$ cat src/rtl/truth_table_sweeper_pkg.sv
// =============================================================================
// truth_table_sweeper_pkg : shared state encoding and default sizing
// Rev 1.0
// =============================================================================
`default_nettype none

package truth_table_sweeper_pkg;

  localparam int DEFAULT_WIDTH  = 4;
  localparam int DEFAULT_SETTLE = 1;

  typedef enum logic [1:0] {
    ST_IDLE   = 2'd0,
    ST_SETTLE = 2'd1,
    ST_SAMPLE = 2'd2,
    ST_DONE   = 2'd3
  } state_e;

endpackage

`default_nettype wire

$ cat src/rtl/truth_table_sweeper_if.sv
// =============================================================================
// truth_table_sweeper_if : stimulus/response bundle between sweeper and harness
// Rev 1.0
// =============================================================================
`default_nettype none

interface truth_table_sweeper_if
  import truth_table_sweeper_pkg::*;
#(
  parameter int WIDTH = DEFAULT_WIDTH
);

  logic                    start;
  logic [(1<<WIDTH)-1:0]   expected;
  logic                    f_in;
  logic [WIDTH-1:0]        w_out;
  logic                    busy;
  logic                    done;
  logic [(1<<WIDTH)-1:0]   table_out;
  logic [WIDTH:0]          ones_count;
  logic                    pass;
  logic [WIDTH-1:0]        first_fail;

  // Sweeper side
  modport slave (
    input  start, expected, f_in,
    output w_out, busy, done, table_out, ones_count, pass, first_fail
  );

  // Harness side
  modport master (
    output start, expected, f_in,
    input  w_out, busy, done, table_out, ones_count, pass, first_fail
  );

endinterface

`default_nettype wire

$ cat src/rtl/truth_table_sweeper_mismatch_prio_enc.sv
// =============================================================================
// mismatch_prio_enc : lowest-set-bit index of a mismatch vector plus any flag
// Rev 1.0
// =============================================================================
`default_nettype none

module mismatch_prio_enc
  import truth_table_sweeper_pkg::*;
#(
  parameter int WIDTH = DEFAULT_WIDTH
) (
  input  wire logic [(1<<WIDTH)-1:0] diff,
  output logic      [WIDTH-1:0]      idx,
  output logic                       any
);

  // Scan high to low so the lowest set bit is the last one written.
  always_comb begin
    idx = '0;
    any = |diff;
    for (int i = (1 << WIDTH) - 1; i >= 0; i--) begin
      if (diff[i]) begin
        idx = WIDTH'(i);
      end
    end
  end

endmodule

`default_nettype wire

$ cat src/rtl/truth_table_sweeper.sv
// =============================================================================
// truth_table_sweeper : drives w through all codes, captures f, checks vs golden
// Rev 1.0
// =============================================================================
`default_nettype none

module truth_table_sweeper
  import truth_table_sweeper_pkg::*;
#(
  parameter int WIDTH  = DEFAULT_WIDTH,
  parameter int SETTLE = DEFAULT_SETTLE
) (
  input  wire logic            clk,
  input  wire logic            rst_n,
  truth_table_sweeper_if.slave bus
);

  localparam int c_num = 1 << WIDTH;
  localparam int c_cw  = (SETTLE > 1) ? $clog2(SETTLE) : 1;
  localparam logic [c_cw-1:0] c_load = c_cw'((SETTLE > 0) ? SETTLE - 1 : 0);

  state_e                state_q, state_d;
  logic [WIDTH-1:0]      w_q, w_d;
  logic [c_cw-1:0]       cnt_q, cnt_d;
  logic [c_num-1:0]      exp_q, exp_d;
  logic [c_num-1:0]      table_q, table_d;
  logic [WIDTH:0]        ones_q, ones_d;
  logic                  pass_q, pass_d;
  logic [WIDTH-1:0]      ff_q, ff_d;

  logic [c_num-1:0]      w_cap;
  logic [WIDTH-1:0]      w_idx;
  logic                  w_any;

  // Table as it will look after the current SAMPLE edge; the verdict is
  // computed from this so pass/first_fail are valid on entry to DONE.
  always_comb begin
    w_cap        = table_q;
    w_cap[w_q]   = bus.f_in;
  end

  mismatch_prio_enc #(
    .WIDTH (WIDTH)
  ) u_prio_enc (
    .diff (w_cap ^ exp_q),
    .idx  (w_idx),
    .any  (w_any)
  );

  always_comb begin
    state_d = state_q;
    w_d     = w_q;
    cnt_d   = cnt_q;
    exp_d   = exp_q;
    table_d = table_q;
    ones_d  = ones_q;
    pass_d  = pass_q;
    ff_d    = ff_q;
    case (state_q)
      ST_IDLE: begin
        if (bus.start) begin
          table_d = '0;
          ones_d  = '0;
          pass_d  = 1'b0;
          ff_d    = '0;
          exp_d   = bus.expected;
          w_d     = '0;
          if (SETTLE == 0) begin
            state_d = ST_SAMPLE;
          end else begin
            state_d = ST_SETTLE;
            cnt_d   = c_load;
          end
        end
      end
      ST_SETTLE: begin
        if (cnt_q == '0) begin
          state_d = ST_SAMPLE;
        end else begin
          cnt_d = cnt_q - c_cw'(1);
        end
      end
      ST_SAMPLE: begin
        table_d = w_cap;
        ones_d  = ones_q + {{WIDTH{1'b0}}, bus.f_in};
        if (w_q == {WIDTH{1'b1}}) begin
          state_d = ST_DONE;
          pass_d  = ~w_any;
          ff_d    = w_idx;
        end else begin
          w_d = w_q + WIDTH'(1);
          if (SETTLE != 0) begin
            state_d = ST_SETTLE;
            cnt_d   = c_load;
          end
        end
      end
      ST_DONE: begin
        state_d = ST_IDLE;
      end
      default: begin
        state_d = ST_IDLE;
      end
    endcase
  end

  always_ff @(posedge clk or negedge rst_n) begin
    if (!rst_n) begin
      state_q <= ST_IDLE;
      w_q     <= '0;
      cnt_q   <= '0;
      exp_q   <= '0;
      table_q <= '0;
      ones_q  <= '0;
      pass_q  <= 1'b0;
      ff_q    <= '0;
    end else begin
      state_q <= state_d;
      w_q     <= w_d;
      cnt_q   <= cnt_d;
      exp_q   <= exp_d;
      table_q <= table_d;
      ones_q  <= ones_d;
      pass_q  <= pass_d;
      ff_q    <= ff_d;
    end
  end

  assign bus.w_out      = w_q;
  assign bus.busy       = (state_q == ST_SETTLE) || (state_q == ST_SAMPLE);
  assign bus.done       = (state_q == ST_DONE);
  assign bus.table_out  = table_q;
  assign bus.ones_count = ones_q;
  assign bus.pass       = pass_q;
  assign bus.first_fail = ff_q;

endmodule

`default_nettype wire

$ cat src/flat_wrapper.sv
// flat-port wrapper written by rule: the top's interface ports become plain ports
module truth_table_sweeper_flat import truth_table_sweeper_pkg::*;
#(
  parameter int WIDTH  = DEFAULT_WIDTH,
  parameter int SETTLE = DEFAULT_SETTLE
)
  (clk, rst_n, bus_start, bus_expected, bus_f_in, bus_w_out, bus_busy, bus_done, bus_table_out, bus_ones_count, bus_pass, bus_first_fail);
  truth_table_sweeper_if #(.WIDTH(WIDTH)) bus_i ();
  input  wire logic clk;
  input  wire logic rst_n;
  input wire logic [$bits(bus_i.start)-1:0] bus_start;
  input wire logic [$bits(bus_i.expected)-1:0] bus_expected;
  input wire logic [$bits(bus_i.f_in)-1:0] bus_f_in;
  output wire logic [$bits(bus_i.w_out)-1:0] bus_w_out;
  output wire logic [$bits(bus_i.busy)-1:0] bus_busy;
  output wire logic [$bits(bus_i.done)-1:0] bus_done;
  output wire logic [$bits(bus_i.table_out)-1:0] bus_table_out;
  output wire logic [$bits(bus_i.ones_count)-1:0] bus_ones_count;
  output wire logic [$bits(bus_i.pass)-1:0] bus_pass;
  output wire logic [$bits(bus_i.first_fail)-1:0] bus_first_fail;
  assign bus_i.start = bus_start;
  assign bus_i.expected = bus_expected;
  assign bus_i.f_in = bus_f_in;
  assign bus_w_out = bus_i.w_out;
  assign bus_busy = bus_i.busy;
  assign bus_done = bus_i.done;
  assign bus_table_out = bus_i.table_out;
  assign bus_ones_count = bus_i.ones_count;
  assign bus_pass = bus_i.pass;
  assign bus_first_fail = bus_i.first_fail;
  truth_table_sweeper #(.WIDTH(WIDTH), .SETTLE(SETTLE)) u_core (.clk(clk), .rst_n(rst_n), .bus(bus_i));
endmodule
$ cat config.mk
export PLATFORM = sky130hd
export DESIGN_NAME = truth_table_sweeper_flat
export DESIGN_NICKNAME = d
export VERILOG_FILES = /design/src/rtl/truth_table_sweeper_pkg.sv /design/src/rtl/truth_table_sweeper_if.sv /design/src/rtl/truth_table_sweeper_mismatch_prio_enc.sv /design/src/rtl/truth_table_sweeper.sv /design/src/flat_wrapper.sv
export SDC_FILE = /design/constraint.sdc
export NUM_CORES = 1
export LEC_CHECK = 0
export ABC_AREA = 1
export BUFFER_PORTS_ARGS = -buffer_cell sky130_fd_sc_hd__buf_2
export CAP_MARGIN = 10
export CORE_ASPECT_RATIO = 0.5
export CORE_MARGIN = 2
export CORE_UTILIZATION = 45
export DETAILED_ROUTE_END_ITERATION = 10
export GPL_ROUTABILITY_DRIVEN = 0
export GPL_TIMING_DRIVEN = 0
export PLACE_DENSITY = 0.75
export SETUP_SLACK_MARGIN = 0.3
export SKIP_CTS_REPAIR_TIMING = 1
export SLEW_MARGIN = 15
export SYNTH_ARGS = -nofsm -noshare
export SYNTH_HDL_FRONTEND = slang
export SYNTH_SLANG_ARGS = --single-unit
$ cat constraint.sdc
create_clock -name clk -period 1.9 [get_ports clk]
set_input_delay 0.285 -clock clk [delete_from_list [all_inputs] [get_ports clk]]
set_output_delay 0.285 -clock clk [all_outputs]
set_load 0.02 [all_outputs]
# Word-level counts from Yosys, hierarchy flattened
# Cells that the tools add are included.
# op_classes
n_addsub,3
multipliers,0
n_div,0
n_lt_le_gt_ge,2
n_eq_ne,8
shifts,0
muxes,38
bitwise,2
reduce_logical,12
# op_table
op,count
$mux W4,19
$pmux W16 S2,1
$bwmux W16,1
$mux W16,1
$pmux W4 S2,2
$reduce_or A16 Y1,1
$xor A16 B16 Y16,1
$pmux W5 S2,1
$reduce_and A3 Y1,3
$pmux W2 S4,1
$mux W2,3
$ne A2 B2 Y1 const B,3
$reduce_and A2 Y1,3
$add A5 B1 Y5,1
$lt A4 B5 Y1 const B,1
$mux W1,5
$mux W5,1
$add A4 B1 Y4 const B,1
$demux W1 S4,1
$eq A2 B2 Y1 const B,2
$eq A4 B4 Y1 const B,1
$ge A4 B1 Y1 const B,1
$pmux W1 S3,1
$reduce_bool A3 Y1,1
9 further kinds,9
# totals
ff_bits,49
latch_bits,0
mem_bits_rw,0
rom_bits,0
output_inout_bits,32
elab_cells,73
memories,0

# Longest topological paths before layout
# Gate-level depths: netlist (run 1).
# depth
ltp_word,24
mapped_depth,22
ltp_nobuf,22

# Cells and area by module
# Synthesis (run 1) repeated with hierarchy kept, for this count alone.
# unflattened
hier_cells,410
hier_area_um2,3071.7
# by_module_without_submodules
mod,n_inst,cells_per_inst,area_per_inst_um2,seq_area_each_um2
truth_table_sweeper,1,361,2862.7,1201.2
mismatch_prio_enc,1,49,209.0,0.0

# Worst setup path before layout (run 1)
# No wires, ideal clock.
# synth_timing
path_kind,register -> register
start,register u_core.w_q[0] (netlist: u_core.bus.w_out[0])
end,register u_core.ff_q[1] (netlist: u_core.bus.first_fail[1])
arrival_time_ns,1.877
required_time_ns,1.777
path_slack_ns,-0.100
path_stages_with_launch,12
path_buffers,0
cell_sequence,dfrtp_1 -> inv_1 -> ha_1 -> nand3_1 -> nand2_1 -> o21ai_2 -> xor2_1 -> nand2_1 -> o21ai_1 -> nand3_1 -> a211oi_1 -> o21ai_1
# synth_between
elab_chain_cells,24
# synth_lines
item,line_no,source
start: declaration,truth_table_sweeper.sv:23,"logic [WIDTH-1:0] w_q, w_d;"
start signal: assignment,truth_table_sweeper.sv:119,w_q <= w_d;
$lt A4 B5 Y1 (implied by the code) / $ge A4 B1 Y1 (equally long branches),truth_table_sweeper.sv:39,w_cap[w_q] = bus.f_in;
$logic_and A1 B1 Y1 (implied by the code),truth_table_sweeper.sv:39,
$mux W1 (implied by the code),truth_table_sweeper.sv:39,
$demux W1 S4,--,
$bwmux W16,truth_table_sweeper.sv:39,
$xor A16 B16 Y16,truth_table_sweeper.sv:45,".diff (w_cap ^ exp_q),"
$mux W4 (16 in series),truth_table_sweeper_mismatch_prio_enc.sv:22,if (diff[i]) begin
$mux W4,truth_table_sweeper.sv:86,if (w_q == {WIDTH{1'b1}}) begin
$pmux W4 S2,truth_table_sweeper.sv:59,case (state_q)
end signal: assignment,truth_table_sweeper.sv:116,ff_q <= '0;
end signal: assignment,truth_table_sweeper.sv:125,ff_q <= ff_d;
end: declaration,truth_table_sweeper.sv:29,"logic [WIDTH-1:0] ff_q, ff_d;"
# Several ways; a longest one is shown, not always the timed one. The select of a mux whose other input is x is not followed.
# A chain may end at the register's enable or synchronous reset.

# Worst setup path after layout (run 1)
# layout_timing
start,register u_core.w_q[1] (netlist: u_core.bus.w_out[1])
end,register u_core.ff_q[3] (netlist: u_core.bus.first_fail[3])
# Same word-level chain as after synthesis.

==> results.cfg, run 1 <==
[job]
cap_violations = 0

[logic_synthesis]
yosysWarnings = 0
synth_edf_count = 0
avgSynthCellArea_um2 = 8.90
synth_fp_nets = 335
syn_inst = 305
ys.flop_type = dfrtp_1
ys_seq_elements = 48
synthArstFlopShare = 1.00
yosysUniqueCellTypes = 36
synth_area_mm2 = 0.00271
yosysSeqAreaShare = 0.443

[route]
vias = 2458
dr.pass1.iters = 4
drcViolationCount = 0
first_iter_violations = 135
vias_per_cell = 5.41
wirelength_mm = 7.24
drt.antenna.violating_nets = 0
wire_per_inst_um = 15.9

[critical_path]
critPathArrivalTime_ns = 2.33
worst-path-buf-inv = 2
path_cells = ha_4, buf_8, buf_4, a31oi_1, xnor2_2, nor3_2, nand2_1, o21ai_1
worstSetupEndpointType = flop
cp_max_fo = 6
crit_slowest_cell = dfrtp_2
cpPeakStageDelay_ns = 0.47
cp-start-kind = flop
critPathTopFamily = compound AO/OA/AOI/OAI gates
worstPathRequired_ns = 2.12
critPathKind = reg -> reg

[layout]
layout_common_cells = buf_2 (51), nand2_1 (48), dfrtp_1 (45), inv_1 (38), buf_4 (20)
multiInputGateArea_mm2 = 0.00150
drive_gt1_frac = 0.415
layoutNonFillerInstCount = 454
final_common_cell = buf_2
area_delta_synth_final_pct = 32.8
final_nets = 410
final_util = 0.637
fin_area_mm2 = 0.00360
ff_latch_area_mm2 = 0.00120
n_antenna_cell = 0
fillCellCount = 445

[die]
initial_core_util = 0.480
io_pins = 52
std_cell_rows = 19
die_area_mm2 = 0.00671
die_h_um = 58.9
die_w_um = 114
core_mm2 = 0.00566

[global_routing]
antenna_found_initial = 0
grt_pass1_vias = 2350
grt_max_degree = 49
grtUsageTotal = 0.215
grt_pass1_wl_mm = 11.1
grt_overflow_total = 0

[timing]
finalCritPeriodShare = 1.11
fin_tns_setup_ns = -0.869
timing.final.crit_period_ns = 2.11
setup_violations = 5
slew_violations = 0
timing.hold.ws_ns = -0.000183
setup_ws_ns = -0.211
finalHoldViolations = 1
skew_ns = 0.00388
worstMarginPinSlew_ns = 0.620
rsz0062_at_grt = true
relSlewSlack = 0.586
max_freq_mhz = 474

[power_and_ir_drop]
p_per_area_mw_per_mm2 = 1440
leakage_nw = 1.76
power_mw = 5.17
peakVddDrop_mv = 0.666

[placement]
portBuffers = 51
dp.cells = 429
place_ws_ns = -0.218
place_area_mm2 = 0.00313
dp_hpwl_mm = 4.92

[clock_tree]
cts.path.max_buffers = 2
cts-root-buf = clkbuf_16
clk_latency_ns = 0.29
htreeDepth = 2
cts_tree = built
cts_buffers = 5
path_clk_slew_ns = 0.07
cts_sinks = 48

[run_status]
status = complete, but fails checks
violations = hold timing, setup timing

[min_path]
hold_class = in -> async
[final timing paths]
kind	endpoint	cells after the start	startpoint	slack [ns]
min	u_core.state_q[0]	1	rst_n	-0.0002
min reg2reg	u_core.bus.pass	1	u_core.bus.pass	0.49
min in group clk	u_core.exp_q[3]	2	bus_expected[3]	0.22
max reg2reg	u_core.bus.first_fail[3]	8	u_core.bus.w_out[1]	-0.21
max	u_core.bus.first_fail[3]	8	u_core.bus.w_out[1]	-0.21
max in group asynchronous	u_core.bus.w_out[2]	1	rst_n	1.45
[synth_stat cells, types with 2 or more instances]
cell type | count | share of area
nand3_2 | 3 | 0.011
xor2_1 | 4 | 0.013
o21ai_1 | 9 | 0.017
nor2_1 | 15 | 0.021
o21ai_0 | 6 | 0.011
a21oi_2 | 2 | 0.0065
mux2_2 | 13 | 0.054
nor3_1 | 3 | 0.0055
a21oi_1 | 8 | 0.015
nand3_1 | 22 | 0.041
ha_1 | 10 | 0.046
nand2_1 | 55 | 0.076
dfrtp_1 | 48 | 0.44
o22ai_1 | 16 | 0.037
a31oi_1 | 3 | 0.0069
inv_2 | 2 | 0.0028
buf_2 | 3 | 0.0055
xnor2_1 | 10 | 0.032
xor2_2 | 2 | 0.012
buf_6 | 2 | 0.0083
o21ai_2 | 5 | 0.016
and3_1 | 2 | 0.0046
inv_1 | 42 | 0.058
nand4_1 | 3 | 0.0069
nand2_2 | 2 | 0.0046
clkbuf_1 | 5 | 0.0069
[layout make-up]
cell class | count | share of cell area
Timing Repair Buffer | 69 | 0.109
Sequential cell | 48 | 0.334
Clock buffer | 5 | 0.0347
Multi-Input combinational cell | 202 | 0.417
Clock inverter | 3 | 0.00659
Buffer | 9 | 0.0253
Inverter | 45 | 0.0482
Tap cell | 73 | 0.0253
[report_power, final]
group / total [mW] / internal (mW) / leakage [nW] / switching [mW]
sequential: 1.57 / 1.31 / 0.620 / 0.258
combinational: 2.72 / 1.17 / 1.08 / 1.55
clock: 0.888 / 0.490 / 0.0660 / 0.398
[cells by family (layout without fill, tap and decap cells)]
logic type / after synthesis / in the layout / synth area share
and+or+nand+nor: 109 / 109 / 0.191
buffers and inverters: 55 / 131 / 0.0830
AOI/OAI and AO/OA: 54 / 54 / 0.126
DFF: 48 / 48 / 0.443
xor gates and xnor gates: 16 / 16 / 0.0572
muxes: 13 / 13 / 0.0539
adders and majority gates: 10 / 10 / 0.0461
[worst register-to-register path, delay by kind of cell (launching register included)]
family	cells	cell delay, ns
flops	1	0.47
buf+inv	2	0.27
simple gates	2	0.37
xor+xnor	1	0.16
compound gates	2	0.57
fa+ha+maj	1	0.18
[per-layer routing]
metal,vias to the layer above,GRT usage,part of all wire
met5,-,0,0
met4,0,0.0662,0.022
met3,18,0.0474,0.061
met2,96,0.358,0.48
met1,1180,0.289,0.44
li1,1164,-,-
[flip-flops by register name (all words and copies together) (netlist names)]
register,count
u_core.bus.first_fail,4
u_core.bus.ones_count,5
u_core.bus.pass,1
u_core.bus.table_out,16
u_core.bus.w_out,4
u_core.exp_q,16
u_core.state_q,2
Power figures use the tool's default switching activity.
==> run 2: changes to the inputs <==
- ABC_AREA: 1 -> 0
- PLACE_DENSITY: 0.75 -> 0.74
==> run 2 against run 1 <==
  * Sequential cell count stayed put
  * Sequential share of layout area is 5.7 points lower
  * The run ends with setup timing left
  * Global-route usage is 0.84 points lower
  * First-iteration DRC count is 59% higher
  * Routed wire length is 32% higher
  * Via count is 12% higher
  * Critical endpoint is now u_core.bus.first_fail[1]
  * Register-to-register slack worse by 0.19 ns
  * Largest power group unchanged
==> results.cfg, run 2 <==
[run_status]
status = complete, but fails checks
violations = setup timing

[route]
vias_per_cell = 5.91
drt.antenna.violating_nets = 0
dr.pass1.iters = 5
drcViolationCount = 0
first_iter_violations = 214
vias = 2755
wirelength_mm = 9.56
wire_per_inst_um = 20.5

[logic_synthesis]
synthArstFlopShare = 1.00
yosysSeqAreaShare = 0.430
ys_seq_elements = 48
syn_inst = 278
synth_top_area_frac = 0.430
yosysWarnings = 0
synthTopCellsByCount = dfrtp_1 (48), inv_1 (20), a21oi_1 (19)
synth_area_mm2 = 0.00279
avgSynthCellArea_um2 = 10.0
yosysTopAreaCell = dfrtp_1
yosysMostFrequentCell = dfrtp_1
yosysUniqueCellTypes = 45
synth_fp_nets = 308
ys.flop_type = dfrtp_1
synth_edf_count = 0
synth_area_leaders = dfrtp_1 (43%), mux2_2 (6.5%), mux2i_1 (5.7%), ha_1 (4.5%), xnor2_1 (4.4%)

[die]
die_h_um = 59.7
io_pins = 52
die_area_mm2 = 0.00688
core_mm2 = 0.00603
die_w_um = 115
std_cell_rows = 20
initial_core_util = 0.463

[timing]
finalCritPeriodShare = 1.23
skew_ns = 0.00987
worstMarginPinSlew_ns = 0.807
max_freq_mhz = 429
slew_violations = 0
finalHoldViolations = 0
fin_tns_setup_ns = -1.90
timing.final.crit_period_ns = 2.33
setup_violations = 5
setup_ws_ns = -0.431
rsz0062_at_grt = true
relSlewSlack = 0.462

[power_and_ir_drop]
leakage_nw = 1.98
power_mw = 7.17
p_per_area_mw_per_mm2 = 1650
peakVddDrop_mv = 0.780

[critical_path]
worstSetupEndpointType = flop
critPathArrivalTime_ns = 2.52
cp_max_fo = 10
critPathKind = in -> reg
reg2regPathDepth = 8
cp-start-kind = input port
r2r-end = u_core.bus.first_fail[2]
r2r_slack_ns = -0.40
rr_startpoint = u_core.bus.w_out[0]
worstPathRequired_ns = 2.09

[layout]
final_nets = 407
drive_gt1_frac = 0.550
area_delta_synth_final_pct = 55.9
layout_common_cells = buf_2 (50), dfrtp_1 (44), buf_4 (26), buf_6 (17), inv_1 (15)
final_common_cell = buf_2
final_util = 0.721
layoutNonFillerInstCount = 466
n_antenna_cell = 0

[placement]
dp_hpwl_mm = 4.88
dp.cells = 417
place_ws_ns = -0.454
portBuffers = 51

[min_path]
hold_class = in -> async

[global_routing]
grtUsageTotal = 0.207
grt_pass1_wl_mm = 11.0
antenna_found_initial = 0
grt_max_degree = 49
grt_pass1_vias = 2303
grt_overflow_total = 0

[clock_tree]
cts_sinks = 48
cts.path.max_buffers = 2
htreeDepth = 2
cts_buffers = 5
path_clk_slew_ns = 0.07
cts-root-buf = clkbuf_16
cts_tree = built
clk_latency_ns = 0.29

[job]
cap_violations = 0
-- run 2: how the worst max path moves through the flow --
stage                     cells after the start           startpoint  slack (ns)                       end
final                                         8             bus_f_in       -0.43  u_core.bus.first_fail[1]
after global routing                          8             bus_f_in       -0.50  u_core.bus.first_fail[1]
after CTS                                     8  u_core.bus.w_out[0]       -0.48  u_core.bus.first_fail[0]
after detailed placement                      8  u_core.bus.w_out[0]       -0.45  u_core.bus.first_fail[0]
after global placement                        8  u_core.bus.w_out[0]       -0.41  u_core.bus.first_fail[0]
after floorplan                               8  u_core.bus.w_out[0]       -0.14  u_core.bus.first_fail[0]
-- run 2: logic make-up after synthesis --
logic type	after synthesis	synth area share
AO/OA/AOI/OAI	62	0.135
buffers and inverters	31	0.0471
XOR/XNOR	21	0.0659
adder cells (fa/ha/maj)	10	0.0448
flip-flops	48	0.430
AND/OR/NAND/NOR	73	0.149
multiplexers	33	0.127
-- run 2: stage by stage --
step                area, µm²  hold WS, ns
floorplan                2870      -0.0106
global placement         3230        0.470
detailed placement       3230        0.484
CTS                      3410        0.227
global route             4350       0.0512
finish                   4350       0.0137
-- run 2: cell type report --
type,instances,area [µm²]
timing repair buffer,92,677
tap,88,110
buffer,11,101
clock inverter,2,38.8
fill,339,1680
inverter,20,80.1
clock buffer,6,139
sequential,48,1210
multi-input combinational,199,2000
-- run 2: critical path, cell delays in order --
cell and delay (ns):
buf_2 0.12, clkbuf_2 0.32, clkbuf_1 0.66, mux2i_1 0.28, xnor2_1 0.35, nor2_1 0.13
o31a_1 0.31, o31ai_2 0.07
-- run 2: power by group --
group / switching [mW] / internal [mW]
combinational: 2.32 / 2.14
clock: 0.389 / 0.660
sequential: 0.341 / 1.32
-- run 2: metal layers --
layer | part of all wire | track usage
met1 | 0.42 | 0.285
met2 | 0.49 | 0.356
met3 | 0.067 | 0.0355
met4 | 0.026 | 0.0310
met5 | 0 | 0
==> run 3: changes to the inputs <==
- SYNTH_HIERARCHICAL: not set -> 1
==> run 3 against run 2 <==
  * The run still ends with setup timing left
  * Highest routed layer unchanged
  * Fmax decreased by 21%
  * Routed wire length fell by 2.7%
  * Clock power fell by 14%
==> results.cfg, run 3 <==
[die]
initial_core_util = 0.481
std_cell_rows = 20
io_pins = 52
die_h_um = 61.8
core_mm2 = 0.00626
die_area_mm2 = 0.00740
die_w_um = 120

[power_and_ir_drop]
power_mw = 6.63
peakVddDrop_mv = 0.616
p_per_area_mw_per_mm2 = 1600
leakage_nw = 1.82

[logic_synthesis]
synth_edf_count = 0
ys.flop_type = dfrtp_1
avgSynthCellArea_um2 = 9.84
syn_inst = 306
yosysMostFrequentCell = dfrtp_1
yosysTopAreaCell = dfrtp_1
ys_seq_elements = 48
yosysSeqAreaShare = 0.399
synth_top_area_frac = 0.399
yosysWarnings = 6
yosysUniqueCellTypes = 46
synth_area_mm2 = 0.00301
synth_area_leaders = dfrtp_1 (40%), mux2_2 (6.7%), ha_1 (5.4%), mux2i_1 (5.3%), xnor2_1 (4.7%)
synthTopCellsByCount = dfrtp_1 (48), inv_1 (25), a31oi_1 (19), mux2_2 (18), o22ai_1 (17)
synth_fp_nets = 339
synthArstFlopShare = 1.00

[clock_tree]
cts_tree = built
cts.path.max_buffers = 2
cts_sinks = 48
clk_latency_ns = 0.28
cts_buffers = 5
path_clk_slew_ns = 0.06
htreeDepth = 2
cts-root-buf = clkbuf_16

[route]
vias = 2898
wire_per_inst_um = 19.5
vias_per_cell = 6.08
drt.antenna.violating_nets = 0
drcViolationCount = 0
wirelength_mm = 9.30
dr.pass1.iters = 5
first_iter_violations = 296

[global_routing]
grt_pass1_wl_mm = 12.9
use_met1 = 0.300
busiest_layer = met2
grt_use_met2 = 0.383
grt_overflow_total = 0
met3_usage = 0.0511
antenna_found_initial = 0
grt_max_degree = 49
grt_pass1_vias = 2538
grtUsageTotal = 0.225

[timing]
skew_ns = 0.00205
timing.hold.ws_ns = 0.00302
timing.final.crit_period_ns = 2.97
setup_violations = 5
worstMarginPinSlew_ns = 0.626
finalCritPeriodShare = 1.56
max_freq_mhz = 337
relSlewSlack = 0.583
setup_ws_ns = -1.07
rsz0062_at_grt = true
finalHoldViolations = 0
slew_violations = 0

[run_status]
status = complete, but fails checks
violations = setup timing

[job]
cap_violations = 0

[critical_path]
critPathArrivalTime_ns = 3.17
worstPathRequired_ns = 2.10
cp_max_fo = 6
critPathKind = reg -> reg
worstSetupEndpointType = flop
cp-start-kind = flop

[min_path]
hold_class = in -> async

[layout]
area_delta_synth_final_pct = 37.7
layout_common_cells = buf_2 (54), dfrtp_1 (43), inv_1 (20), buf_4 (18), mux2_2 (18)
final_common_cell = buf_2
fillCellCount = 468
drive_gt1_frac = 0.458
final_nets = 421
final_util = 0.662
n_antenna_cell = 0

[placement]
portBuffers = 50
dp_hpwl_mm = 5.72
## run 3: cell types whose count changed after synthesis, moves of 5 or more
cell | before | now
buf_2 | 0 | 12
nor2_1 | 15 | 10
a31oi_1 | 1 | 19
inv_1 | 20 | 25
xor2_1 | 7 | 0
a21oi_1 | 19 | 6
o211ai_1 | 1 | 8
## run 3: cell type report
cell class | instances | area, µm² | share of cell area
Multi-Input combinational cell | 212 | 1920 | 0.462
Sequential cell | 48 | 1210 | 0.291
Timing Repair Buffer | 75 | 484 | 0.117
Buffer | 21 | 176 | 0.0426
Clock buffer | 7 | 143 | 0.0344
Tap cell | 88 | 110 | 0.0266
Inverter | 25 | 100 | 0.0242
Clock inverter | 1 | 7.51 | 0.00181
## run 3: routing by layer
metal | up-vias | share of wire | wire, µm
li1 | 1288 | - | -
met2 | 169 | 0.47 | 4350
met3 | 30 | 0.085 | 794
met5 | - | 0 | 0
met1 | 1411 | 0.42 | 3920
met4 | 0 | 0.025 | 236
## run 3: cell families after synthesis
family	count (synthesis)	synth area share
flip-flops	48	0.399
adder cells (fa/ha/maj)	13	0.0540
buffers and inverters	46	0.0673
AND/OR/NAND/NOR	73	0.141
AO/OA/AOI/OAI	75	0.167
XOR/XNOR	16	0.0465
multiplexers	35	0.125
## run 3: worst max-delay path, stage by stage (launching register included)
cell and delay (ns):
dfrtp_2 0.47, buf_6 0.15, ha_4 0.15, nand3b_1 0.16, mux2i_2 0.32, xnor2_2 0.13, nor4_2 0.40, nand3_1 0.21
or3_4 0.38, nand4b_1 0.21, o22a_1 0.22, o211ai_1 0.09
## run 3: power breakdown
group / switching (mW) / internal (mW) / total [mW]
combinational: 2.20 / 1.91 / 4.10
clock: 0.379 / 0.525 / 0.903
sequential: 0.297 / 1.32 / 1.62
## run 3: metrics by stage
step	worst slack [ns]	TNS (ns)	area, µm²	cells
final	-1.07	-4.73	4140	477
after floorplan	-0.596	-2.18	3060	306
after global placement	-1.12	-4.85	3420	444
after detailed placement	-1.18	-5.12	3420	444
after global routing	-1.15	-5.36	4140	477
after CTS	-0.979	-4.29	3570	452
## run 3: final timing paths
path / startpoint / to / slack, ns / cells after the start
max: u_core/bus.w_out[0] / u_core/bus.pass / -1.07 / 11
min: rst_n / u_core/exp_q[11] / 0.003 / 1
max reg2reg: u_core/bus.w_out[0] / u_core/bus.pass / -1.07 / 11
min reg2reg: u_core/bus.ones_count[4] / u_core/bus.ones_count[4] / 0.52 / 1
max in group asynchronous: rst_n / u_core/state_q[1] / 1.43 / 1
min in group clk: bus_expected[13] / u_core/exp_q[13] / 0.22 / 2
